<file path="config.mk">
export PLATFORM = sky130hd
export DESIGN_NAME = stack_mem
export DESIGN_NICKNAME = d
export VERILOG_FILES = /design/src/rtl/stack_mem.sv
export SDC_FILE = /design/constraint.sdc
export NUM_CORES = 1
export LEC_CHECK = 0
export ABC_AREA = 0
export BUFFER_PORTS_ARGS = -buffer_cell sky130_fd_sc_hd__buf_2
export CELL_PAD_IN_SITES_DETAIL_PLACEMENT = 1
export CELL_PAD_IN_SITES_GLOBAL_PLACEMENT = 1
export CORE_MARGIN = 1
export CORE_UTILIZATION = 51
export DETAILED_ROUTE_END_ITERATION = 8
export PLACE_DENSITY_LB_ADDON = 0.1
export SETUP_SLACK_MARGIN = 0.1
export SYNTH_ARGS = -nofsm -noshare
export SYNTH_HDL_FRONTEND = slang
export SYNTH_SLANG_ARGS = --single-unit
</file>
<file path="constraint.sdc">
create_clock -name clk -period 3.7 [get_ports clk]
set_input_delay 0.185 -clock clk [delete_from_list [all_inputs] [get_ports clk]]
set_output_delay 0.185 -clock clk [all_outputs]
set_load 0.1 [all_outputs]
</file>
<file path="src/rtl/stack_mem.sv">
// stack_mem: DATA_LEN-wide, 2**ADDR_LEN-deep LIFO with registered pop data.
// A push and a pop on the same edge replace the top entry; on an empty stack
// that case is a plain push.
// Overflow and underflow requests are ignored and leave no state behind.
// Optional feature: define STK_ERR_FLAG_EN to build a sticky stk_err flag.
// The flag latches any overflow or underflow and clears only on rst.
// Without the macro, stk_err is tied low.
module stack_mem #(
  parameter int DATA_LEN = 8,
  parameter int ADDR_LEN = 4
) (
  input  logic                clk,
  input  logic                rst,
  input  logic                stk_push,
  input  logic                stk_pop,
  input  logic [DATA_LEN-1:0] stk_data_in,
  output logic [DATA_LEN-1:0] stk_data_out,
  output logic                stk_valid,
  output logic [ADDR_LEN:0]   stk_count,
  output logic                stk_full,
  output logic                stk_empty,
  output logic                stk_err
);

  localparam int DEPTH = 2 ** ADDR_LEN;

  typedef enum logic [1:0] {
    OP_NONE,
    OP_PUSH,
    OP_POP,
    OP_REPLACE
  } stk_op_e;

  logic [DATA_LEN-1:0] mem [DEPTH];

  logic                push_req;
  logic                pop_req;
  stk_op_e             op;
  logic [ADDR_LEN:0]   count_m1;
  logic [ADDR_LEN-1:0] top_idx;
  logic [ADDR_LEN-1:0] wr_idx;

  // A request counts only when it is a solid 1; x/z from a released driver is idle.
  assign push_req = (stk_push === 1'b1);
  assign pop_req  = (stk_pop === 1'b1);

  // Status flags are decoded from the registered count only.
  assign stk_full  = (stk_count == (ADDR_LEN+1)'(DEPTH));
  assign stk_empty = (stk_count == '0);

  assign count_m1 = stk_count - (ADDR_LEN+1)'(1);
  assign top_idx  = count_m1[ADDR_LEN-1:0];

  // Decide which stack operation, if any, is legal this cycle.
  always_comb begin
    // NOTE: default every combinational output first so no path can infer a latch.
    op = OP_NONE;
    if (push_req && pop_req) begin
      op = stk_empty ? OP_PUSH : OP_REPLACE;
    end else if (push_req) begin
      op = stk_full ? OP_NONE : OP_PUSH;
    end else if (pop_req) begin
      op = stk_empty ? OP_NONE : OP_POP;
    end
  end

  // A plain push writes the next free slot; replace-top rewrites the current top.
  assign wr_idx = (op == OP_PUSH) ? stk_count[ADDR_LEN-1:0] : top_idx;

  // Storage array write port.
  // NOTE: the memory array is deliberately not reset; it stays a plain RAM, and
  // slots at or above stk_count are never read.
  always_ff @(posedge clk) begin
    if (!rst && (op == OP_PUSH || op == OP_REPLACE)) begin
      mem[wr_idx] <= stk_data_in;
    end
  end

  // Count, pop data and the valid pulse. rst overrides any request on the same edge.
  always_ff @(posedge clk) begin
    // NOTE: sequential state uses non-blocking assignments so all registers
    // update from the same pre-edge values.
    if (rst) begin
      stk_count    <= '0;
      stk_data_out <= '0;
      stk_valid    <= 1'b0;
    end else begin
      stk_valid <= 1'b0;
      unique case (op)
        OP_PUSH: stk_count <= stk_count + (ADDR_LEN+1)'(1);
        OP_POP: begin
          stk_data_out <= mem[top_idx];
          stk_count    <= count_m1;
          stk_valid    <= 1'b1;
        end
        OP_REPLACE: begin
          stk_data_out <= mem[top_idx];
          stk_valid    <= 1'b1;
        end
        default: ;
      endcase
    end
  end

`ifdef STK_ERR_FLAG_EN
  logic overflow;
  logic underflow;
  logic err_q;

  // An overflow is a lone push when the stack is full; an underflow is any pop
  // when the stack is empty.
  assign overflow  = push_req && !pop_req && stk_full;
  assign underflow = pop_req && stk_empty;

  // Sticky error flag, cleared only by rst.
  always_ff @(posedge clk) begin
    if (rst) begin
      err_q <= 1'b0;
    end else if (overflow || underflow) begin
      err_q <= 1'b1;
    end
  end

  assign stk_err = err_q;
`else
  assign stk_err = 1'b0;
`endif

endmodule

</file>
==> impl_results.md, run 1 <==
- Status: finished, final reports clean
- Most common cell in the netlist: edfxtp_1
- Via density: roughly 5.9
- Post-Synthesis Cells: slightly below 400
- CTS max path bufs: 2
- GRT overflow: 0
- Routed wire length: 14.37 mm
- R2R Setup Slk: 470 ps
- WP data arrival: 3280 ps
- Core area: 0.01137 mm^2
- Layout fillers: 1036
- Hold Path Class: in -> reg
- Worst-Margin Slew: 1191 ps
- Mapped Avg Cell Area: 15.28 um^2
- Number of global-route vias before repair: between 3000 and 4000
- Flop pwr share: 0.294
- Post-Syn Nets: 407
- Worst R2R End: mem[5][2]
- Max cap viols: 0
- F_max: just over 300 MHz
- CTS root buf: clkbuf_16
- Initial drt markers: 247
- Total CTS buffers: 17
- WP data required: ~3700 ps
- Synth unique cells: 48
- Pwr/cell area: 978.6 mW/mm^2
- NumNets Final: 439
- Antenna violations before repair: 0
- Final Hold Viols: 0
- Syn. warnings: 0
- Post_cts resized: 0
- Hold depth: 2
- PnR worst setup slack: ~470 ps
- FF-to-FF Start: stk_count[1]
- Number of post-CTS setup repair buffers: 0
- Setup TNS Final: 0 ps
- Drt pass-1 iters: 4
- Sink Count: roughly 140
- FFs w/ async S/R, synth: 0
- Wirelength per Cell: 24.91 um
- Slew Viols, Final: 0
- Most used DFF post-synth: edfxtp_1
- Top cell type's share of synthesized area: 0.6467
- Overall Global Routing Usage: 0.2616
- Worst-path fanout max: 13
- Non-filler cells, final: 577
- Critical path class: reg -> reg
- First-pass GRT wire length: 21.01 mm
- Area Growth Syn to Fin: 15.45%
- RePlAce Congestion: 0.8502
- Startpoint of the worst hold path: rst
- ANT nets after route: 0
- Vias: 3409
- Die area: 0.01209 mm^2
- TritonCTS clock tree: done
- Half-perimeter wire length after placement: 8.972 mm
- Die width: 110.0 um
- # diodes: 0
- Die Height: 110.0 um
- Synth cell count leaders: edfxtp_1 (128), mux2i_1 (47), nand2_1 (45), nor2_1 (26), a32oi_1 (17)
- Clock Pin Slew Worst Setup and Hold Paths: ~60 ps
- Psw: 2.612 mW
- Hold buffer count at cts: 0
- Fin crit period: roughly 3200 ps
- Cell Area, Synth: 0.005943 mm^2
- Crit. End Element: flip-flop
- WHS Endpoint: stk_count[2]
- FF-to-FF path depth: 9
- Cell total after placement: approximately 550
- Period utilisation layout: 0.8741
- Io pins: 29
- Starting Density: 0.5227
- Area contributors post-synth: edfxtp_1 (65%), mux2i_1 (7.9%), dfxtp_1 (4.7%)
- P_leak: about 2.5 nW
- Final setup violation count: 0
- Rows: 39
- Max IR drop VDD: 0.7265 mV
- Worst skew pair latency: 420 ps
- Post-Route Skew: 8.362 ps
- Internal power: approximately 4.1 mW
- Post-synth EDFFs: 128
- Dpl ws: 543.1 ps
- CP Launch Type: flip-flop
- Worst rel slew slack: 0.1999
- Largest net degree at the start of global routing: 40
- Residual DRC: 0
- RSZ-0062 raised after global routing: no
- Sw frac: 0.3890
- FF+latch count, synth: 142
- Seq. cell area: a little over 0.004 mm^2
- Clk pwr share: 0.289
- PortBufs: 27
- Post-route cell area: 0.006862 mm^2
- Register area share after synthesis: 0.6939
- Area of the multi-input gates: 0.001658 mm^2
- H-tree Lvls: 4
- Fraction of layout cells with a size suffix above 1: 0.1843
- Placed Area: just over 0.006 mm^2
- Comb pwr share: 0.417
- Biggest area consumer among synthesized cells: edfxtp_1
- Total power: 6.714 mW
## through the flow
stage	hold slack [ps]	utilization
2_1_floorplan	283.9	-
3_3_place_gp	462.4	0.5437
3_5_place_dp	471.2	0.5437
4_1_cts	41.65	0.6035
5_1_grt	71.53	0.6035
6_report	57.24	0.6035
## cells in the final DEF (no fill, tap or decap), drive strengths merged, types with 4 or more instances in the layout
master	netlist	final
buf	16	34
inv	9	10
a31o	7	7
bufinv	0	6
mux2i	47	47
a32oi	17	17
xnor2	6	6
nor3	5	5
mux4	8	8
dfxtp	14	14
nand3	4	4
clkinv	0	4
o21ai	16	16
ha	6	6
edfxtp	128	128
clkbuf	5	21
nand2	45	45
nor2	26	26
## power groups by stage
| stage | clock network, mW | registers (mW) | logic, mW |
|---|---|---|---|
| after CTS | 1.96 | 1.97 | 2.82 |
| after floorplan | 0 | 2.38 | 1.79 |
| after detailed placement | 0 | 2.00 | 2.76 |
| after global placement | 0 | 2.00 | 2.73 |
| after global routing | 2.01 | 1.98 | 2.97 |
| final | 1.94 | 1.97 | 2.80 |
## cell families after synthesis
| kind of cell | count (synthesis) | share of synthesized area |
|---|---|---|
| buffers and inverters | 30 | 0.02947 |
| xor gates and xnor gates | 8 | 0.01432 |
| adders and majority gates | 6 | 0.01263 |
| muxes | 56 | 0.1114 |
| DFF | 142 | 0.6939 |
| AOI/OAI and AO/OA | 51 | 0.06506 |
| and+or+nand+nor | 95 | 0.07263 |
| other | 1 | 0.0006310 |
## critical path, cell delays in order (launching register included)
cell	delay, ps
dfxtp_1	590
inv_1	160
ha_2	210
nand4bb_1	150
o21a_1	180
ha_1	250
inv_1	160
nor3_1	150
o21ai_0	270
nor2_1	710
## flip-flops by register name (all words and copies together), names as in the netlist
name,count
mem,128
stk_count,5
stk_data_out,8
stk_valid,1
## final cells by class
cell class / instances / share of cell area
well taps: 143 / 0.02608
clock inverters: 11 / 0.03045
inverters: 9 / 0.004923
multi-input cells: 217 / 0.2416
flip-flops and latches: 142 / 0.6010
repair buffers: 34 / 0.02735
clock buffers: 21 / 0.06856
## per-layer routing
layer | up-vias | track usage | part of all wire | wire length [um]
met3 | 26 | 0.05453 | 0.057 | 823
met4 | 0 | 0.1352 | 0.031 | 443
met1 | 1713 | 0.3333 | 0.42 | 6035
met2 | 112 | 0.4232 | 0.49 | 7072
li1 | 1558 | - | - | -
met5 | - | 0 | 0 | 0
## how the worst max path moves through the flow
| stage | from | end | slack (ps) | depth (start not counted) |
|---|---|---|---|---|
| 2_1_floorplan | stk_count[0] | mem[5][0] | 300 | 9 |
| 3_3_place_gp | stk_count[1] | mem[12][2] | 670 | 9 |
| 3_5_place_dp | stk_count[1] | mem[9][3] | 540 | 9 |
| 4_1_cts | stk_count[1] | mem[9][2] | 480 | 9 |
| 5_1_grt | stk_count[1] | mem[9][2] | 230 | 9 |
| 6_report | stk_count[1] | mem[5][2] | 470 | 9 |
Note: power is estimated with default switching activity, not from simulation.
==> run 2, diff against run 1 <==
--- a/config.mk
+++ b/config.mk
@@ -9,6 +9,6 @@
 export BUFFER_PORTS_ARGS = -buffer_cell sky130_fd_sc_hd__buf_2
-export CELL_PAD_IN_SITES_DETAIL_PLACEMENT = 1
-export CELL_PAD_IN_SITES_GLOBAL_PLACEMENT = 1
+export CELL_PAD_IN_SITES_DETAIL_PLACEMENT = 0
+export CELL_PAD_IN_SITES_GLOBAL_PLACEMENT = 2
 export CORE_MARGIN = 1
-export CORE_UTILIZATION = 51
+export CORE_UTILIZATION = 45
 export DETAILED_ROUTE_END_ITERATION = 8
--- a/constraint.sdc
+++ b/constraint.sdc
@@ -3,2 +3,2 @@
 set_output_delay 0.185 -clock clk [all_outputs]
-set_load 0.1 [all_outputs]
+set_load 0.02 [all_outputs]
==> run 2 against run 1 <==
Clock power shrank 14%. Largest power group unchanged. Die area rose by 13%. Sequential share of layout area up 0.39 points. Sequential power hardly changed. Worst hold slack better by 1.6 ps. Flip-flop and latch count unchanged. Register-to-register slack improved by 350 ps. Utilization is 7.0 points lower. Final cell count increased by 5.4%. Setup slack improved by 350 ps.
==> impl_results.md, run 2 (synthesized netlist as in run 1, its figures left out) <==
- Initial drt markers: around 260
- Status: finished, final reports clean
- Die area: 0.01367 mm^2
- Placed Area: 0.006241 mm^2
- Internal power: 3.869 mW
- First-pass GRT wire length: 19.71 mm
- TritonCTS clock tree: done
- Clock Pin Slew Worst Setup and Hold Paths: 60 ps
- Drt pass-1 iters: 7
- Vias: 3332
- Comb pwr share: 0.401
- Commonest non-fill, non-tap cell in the layout: edfxtp_1
- Crit-path max cell delay: 710 ps
- Final Hold Viols: 0
- R2R Setup Slk: 810 ps
- Routed wire length: 13.31 mm
- Antenna violations before repair: 0
- Post-Route Skew: between 6 and 7 ps
- ANT nets after route: 0
- Die width: 116.9 um
- Cell total after placement: 577
- F_max: about 350 MHz
- CTS root buf: clkbuf_16
- WP data required: 3740 ps
- Hold depth: 2
- CTS max path bufs: 2
- Non-filler cells, final: between 600 and 700
- Max IR drop VDD: 0.4479 mV
- Period utilisation layout: 0.7799
- Rows: 41
- Total CTS buffers: 17
- Largest net degree at the start of global routing: 26
- Sink Count: 142
- Worst skew pair latency: 420 ps
- Crit. End Element: flip-flop
- GRT overflow: 0
- Clk pwr share: 0.276
- RSZ-0062 raised after global routing: no
- CP max-delay cell: nor2_1
- WHS Endpoint: stk_count[3]
- Slew Viols, Final: 0
- Fraction of layout cells with a size suffix above 1: 0.1812
- Post_cts resized: 0
- Worst-Margin Slew: 946.2 ps
- Psw: between 2 and 2.5 mW
- FF-to-FF Start: stk_count[3]
- Number of post-CTS setup repair buffers: 0
- Max reg flops: 128
- PortBufs: 27
- # diodes: 0
- Wirelength per Cell: 21.88 um
- Core area: 0.01277 mm^2
- Biggest regs: mem: 128 flops, stk_data_out: 8 flops, stk_count: 5 flops
- Startpoint of the worst hold path: rst
- Top reg by flops: mem
- Via density: 5.480
- Half-perimeter wire length after placement: 8.741 mm
- Overall Global Routing Usage: 0.2156
- Critical path class: reg -> reg
- RePlAce Congestion: 0.7525
- Io pins: 29
- CP Cell Sequence: inv_1 -> nand3_1 -> o21ai_0 -> ha_1 -> inv_1 -> and3_1 -> o21ai_0 -> nor2_1
- Sw frac: 0.3572
- Number of global-route vias before repair: 3228
- Post-route cell area: 0.006818 mm^2
- Starting Density: 0.4653
- Pwr/cell area: a little under 900 mW/mm^2
- Final setup violation count: 0
- Flop pwr share: 0.323
- H-tree Lvls: 4
- Total power: 6.019 mW
- Most frequent cells in the layout: edfxtp_1 (128), mux2i_1 (47), nand2_1 (45), buf_2 (27), nor2_1 (26)
- Die Height: approximately 120 um
- FF-to-FF path depth: 8
- WP data arrival: a little under 3000 ps
- Fin crit period: just under 3000 ps
- Area Growth Syn to Fin: 14.72%
- CP Launch Type: flip-flop
- Layout fillers: 1045
- Setup TNS Final: 0 ps
- Worst-path fanout max: 11
- Residual DRC: 0
- Worst R2R End: mem[1][2]
- Worst rel slew slack: 0.3661
- Max cap viols: 0
- Hold Path Class: in -> reg
- NumNets Final: ~440
- Hold buffer count at cts: 0
- P_leak: around 2.4 nW
[run 2: changes by cell type in the layout (fill, tap and decap cells not counted)]
cell and delta:
clkinv_1 +3, clkbuf_8 -3, bufinv_16 -3, buf_4 +3, clkinvlp_4 +3, clkinv_2 -1
[run 2: routing by layer]
layer  vias to the layer above  track usage  part of all wire
li1                       1556            -                 -
met1                      1683       0.2700              0.43
met2                        78       0.3625              0.51
met3                        15      0.05613             0.042
met4                         0      0.07932             0.019
met5                         -            0                 0
[run 2: how the worst max path moves through the flow]
stage,to,startpoint,cells after the start,slack [ps]
2_1_floorplan,mem[5][0],stk_count[0],9,900
3_3_place_gp,mem[2][3],stk_count[3],8,870
3_5_place_dp,mem[8][0],stk_count[1],9,840
4_1_cts,mem[2][4],stk_count[3],8,840
5_1_grt,mem[9][4],stk_count[3],8,500
6_report,mem[1][2],stk_count[3],8,810
[run 2: layout make-up]
| cell class | instances | area, um^2 | area share |
|---|---|---|---|
| multi-input combinational | 217 | 1658 | 0.2432 |
| clock inverter | 13 | 147.6 | 0.02166 |
| inverter | 9 | 33.78 | 0.004955 |
| sequential | 142 | 4124 | 0.6049 |
| clock buffer | 18 | 429.2 | 0.06295 |
| timing repair buffer | 37 | 210.2 | 0.03083 |
| tap | 172 | 215.2 | 0.03157 |
[run 2: power by group through the flow]
| stage | combinational, mW | sequential, mW | clock, mW |
|---|---|---|---|
| floorplan | 1.71 | 2.05 | 0 |
| global placement | 2.42 | 1.97 | 0 |
| detailed placement | 2.43 | 1.98 | 0 |
| CTS | 2.43 | 1.95 | 1.69 |
| global route | 2.60 | 1.96 | 1.76 |
| finish | 2.41 | 1.95 | 1.66 |
[run 2: stage by stage]
step	util	hold WS, ps	worst slack [ps]
after floorplan	-	283.9	901.4
after global placement	0.4886	478.7	869.4
after detailed placement	0.4886	480.8	843.3
after CTS	0.5337	40.55	835.4
after global routing	0.5337	64.35	503.1
final	0.5337	58.83	814.3
[run 2: worst max-delay path: cells and delay by family, from the launching register on]
kind,cells,cell delay (ps)
simple gates,3,1020
flops,1,540
buf+inv,2,390
compound gates,2,300
fa+ha+maj,1,260
==> run 3, diff against run 2 <==
- CORE_UTILIZATION: 45 -> 40
- clock period: 3.7 -> 2.4 ns (I/O delays scaled with it)
==> run 3 against run 2 <==
Worst hold slack better by 43 ps. Combinational power up 92%. Final cell count up 6.4%. Setup slack worse by 620 ps. Register-to-register slack worse by 620 ps. Critical path type unchanged.
==> impl_results.md, run 3 (synthesized netlist as in run 1, its figures left out) <==
- Status: finished, final reports clean
- Max cap viols: 0
- F_max: between 400 and 500 MHz
- Clock Pin Slew Worst Setup and Hold Paths: 60 ps
- Pwr/cell area: 1379 mW/mm^2
- CTS root buf: clkbuf_16
- Area Growth Syn to Fin: 27.94%
- Worst-path fanout max: 8
- Die area: 0.01535 mm^2
- First-pass GRT wire length: 20.77 mm
- Wirelength per Cell: 21.43 um
- P_leak: 2.669 nW
- RePlAce Congestion: ~0.76
- NumNets Final: 468
- H-tree Lvls: 4
- Top reg by flops: mem
- Drt pass-1 iters: 5
- WP data required: between 2000 and 3000 ps
- Biggest regs: mem: 128 flops, stk_data_out: 8 flops, stk_count: 5 flops
- Largest net degree at the start of global routing: 40
- CP max-delay cell: o31a_4
- Post-Route Skew: around 8.2 ps
- Max reg flops: between 100 and 150
- Antenna violations before repair: 0
- Vias: 3435
- Crit. End Element: flip-flop
- Crit-path max cell delay: around 340 ps
- Critical path class: reg -> reg
- Commonest non-fill, non-tap cell in the layout: edfxtp_1
- TritonCTS clock tree: done
- Sink Count: roughly 140
- Residual DRC: 0
- Hold Path Class: in -> reg
- Core area: 0.01453 mm^2
- Cell repeated most along the worst path: ha_4
- Overall Global Routing Usage: 0.2000
- CTS max path bufs: 2
- Worst rel slew slack: 0.6009
- ANT nets after route: 0
- Number of global-route vias before repair: 3481
- Die width: 123.9 um
- CP Cell Sequence: inv_4 -> ha_4 -> nand4bb_4 -> o21a_4 -> ha_4 -> nand2b_4 -> o31a_4 -> nor2_4
- Period utilisation layout: 0.9211
- Setup TNS Final: 0 ps
- Io pins: 29
- Worst-Margin Slew: 593.2 ps
- GRT overflow: 0
- Via density: 5.309
- Most frequent cells in the layout: edfxtp_1 (128), mux2i_1 (47), nand2_1 (44), buf_2 (27), buf_4 (21)
- Half-perimeter wire length after placement: 9.122 mm
- Routed wire length: approximately 14 mm
- CP Launch Type: flip-flop
- Total CTS buffers: 17
- Fraction of layout cells with a size suffix above 1: 0.3261
- Initial drt markers: 232
- Starting Density: 0.4089
- Die Height: roughly 120 um
- Final Hold Viols: 0
- Rows: 44
- Slew Viols, Final: 0
- Worst skew pair latency: 420 ps
- Max IR drop VDD: 0.9496 mV
- PortBufs: 27
- Final setup violation count: 0
- Fin crit period: ~2200 ps
- WHS: 102.0 ps
- WP data arrival: 2310 ps
- # diodes: 0
- RSZ-0062 raised after global routing: no
run 3: layer usage:
| layer | up-vias | track usage | share of wire |
|---|---|---|---|
| li1 | 1620 | - | - |
| met1 | 1731 | 0.2498 | 0.43 |
| met2 | 66 | 0.3319 | 0.51 |
| met3 | 18 | 0.05678 | 0.037 |
| met4 | 0 | 0.06994 | 0.020 |
| met5 | - | 0 | 0 |
run 3: critical path, delay by kind of cell, from the launching register on:
kind            cells  cell delay (ps)
compound gates      2              590
simple gates        3              550
buf+inv             1               70
fa+ha+maj           2              340
flops               1              330
run 3: per-stage QoR:
step / instances / setup WS, ps / power [mW] / util / instance area, um^2
global route: 647 / 72.72 / 10.97 / 0.5232 / 7604
CTS: 647 / 102.5 / 10.49 / 0.5175 / 7521
floorplan: 389 / 35.47 / 6.147 / - / 6190
global placement: 599 / 76.14 / 7.398 / 0.4535 / 6591
finish: 647 / 189.4 / 10.49 / 0.5232 / 7604
detailed placement: 599 / 37.03 / 7.410 / 0.4535 / 6591
run 3: cell type report:
cell class | instances | area, um^2
fill | 1183 | 6930
sequential | 142 | 4130
clock buffer | 17 | 425.4
tap | 184 | 230.2
clock inverter | 15 | 216.5
timing repair buffer | 63 | 583.1
inverter | 9 | 43.79
multi-input combinational | 217 | 1974
run 3: where the power goes:
group	total, mW	internal [mW]	switching, mW
combinational	4.63	1.96	2.66
sequential	3.01	2.93	0.0802
clock	2.85	1.84	1.01
run 3: repair_timing:
item,CTS,global route
endpoints found under the setup margin,120,136
pin swaps,14,6
endpoints found under the hold margin,5,0
buffers inserted,15,0
hold buffers,1,0
resized for setup,6,14
run 3: path summary, 6_finish.rpt:
path,startpoint,to,slack [ps],cells after the start
setup reg to reg,stk_count[1],mem[4][3],190,8
setup / recovery,stk_count[1],mem[4][3],190,8
hold / removal,stk_data_in[6],mem[4][6],100,1
hold reg to reg,stk_data_out[4],stk_data_out[4],550,3
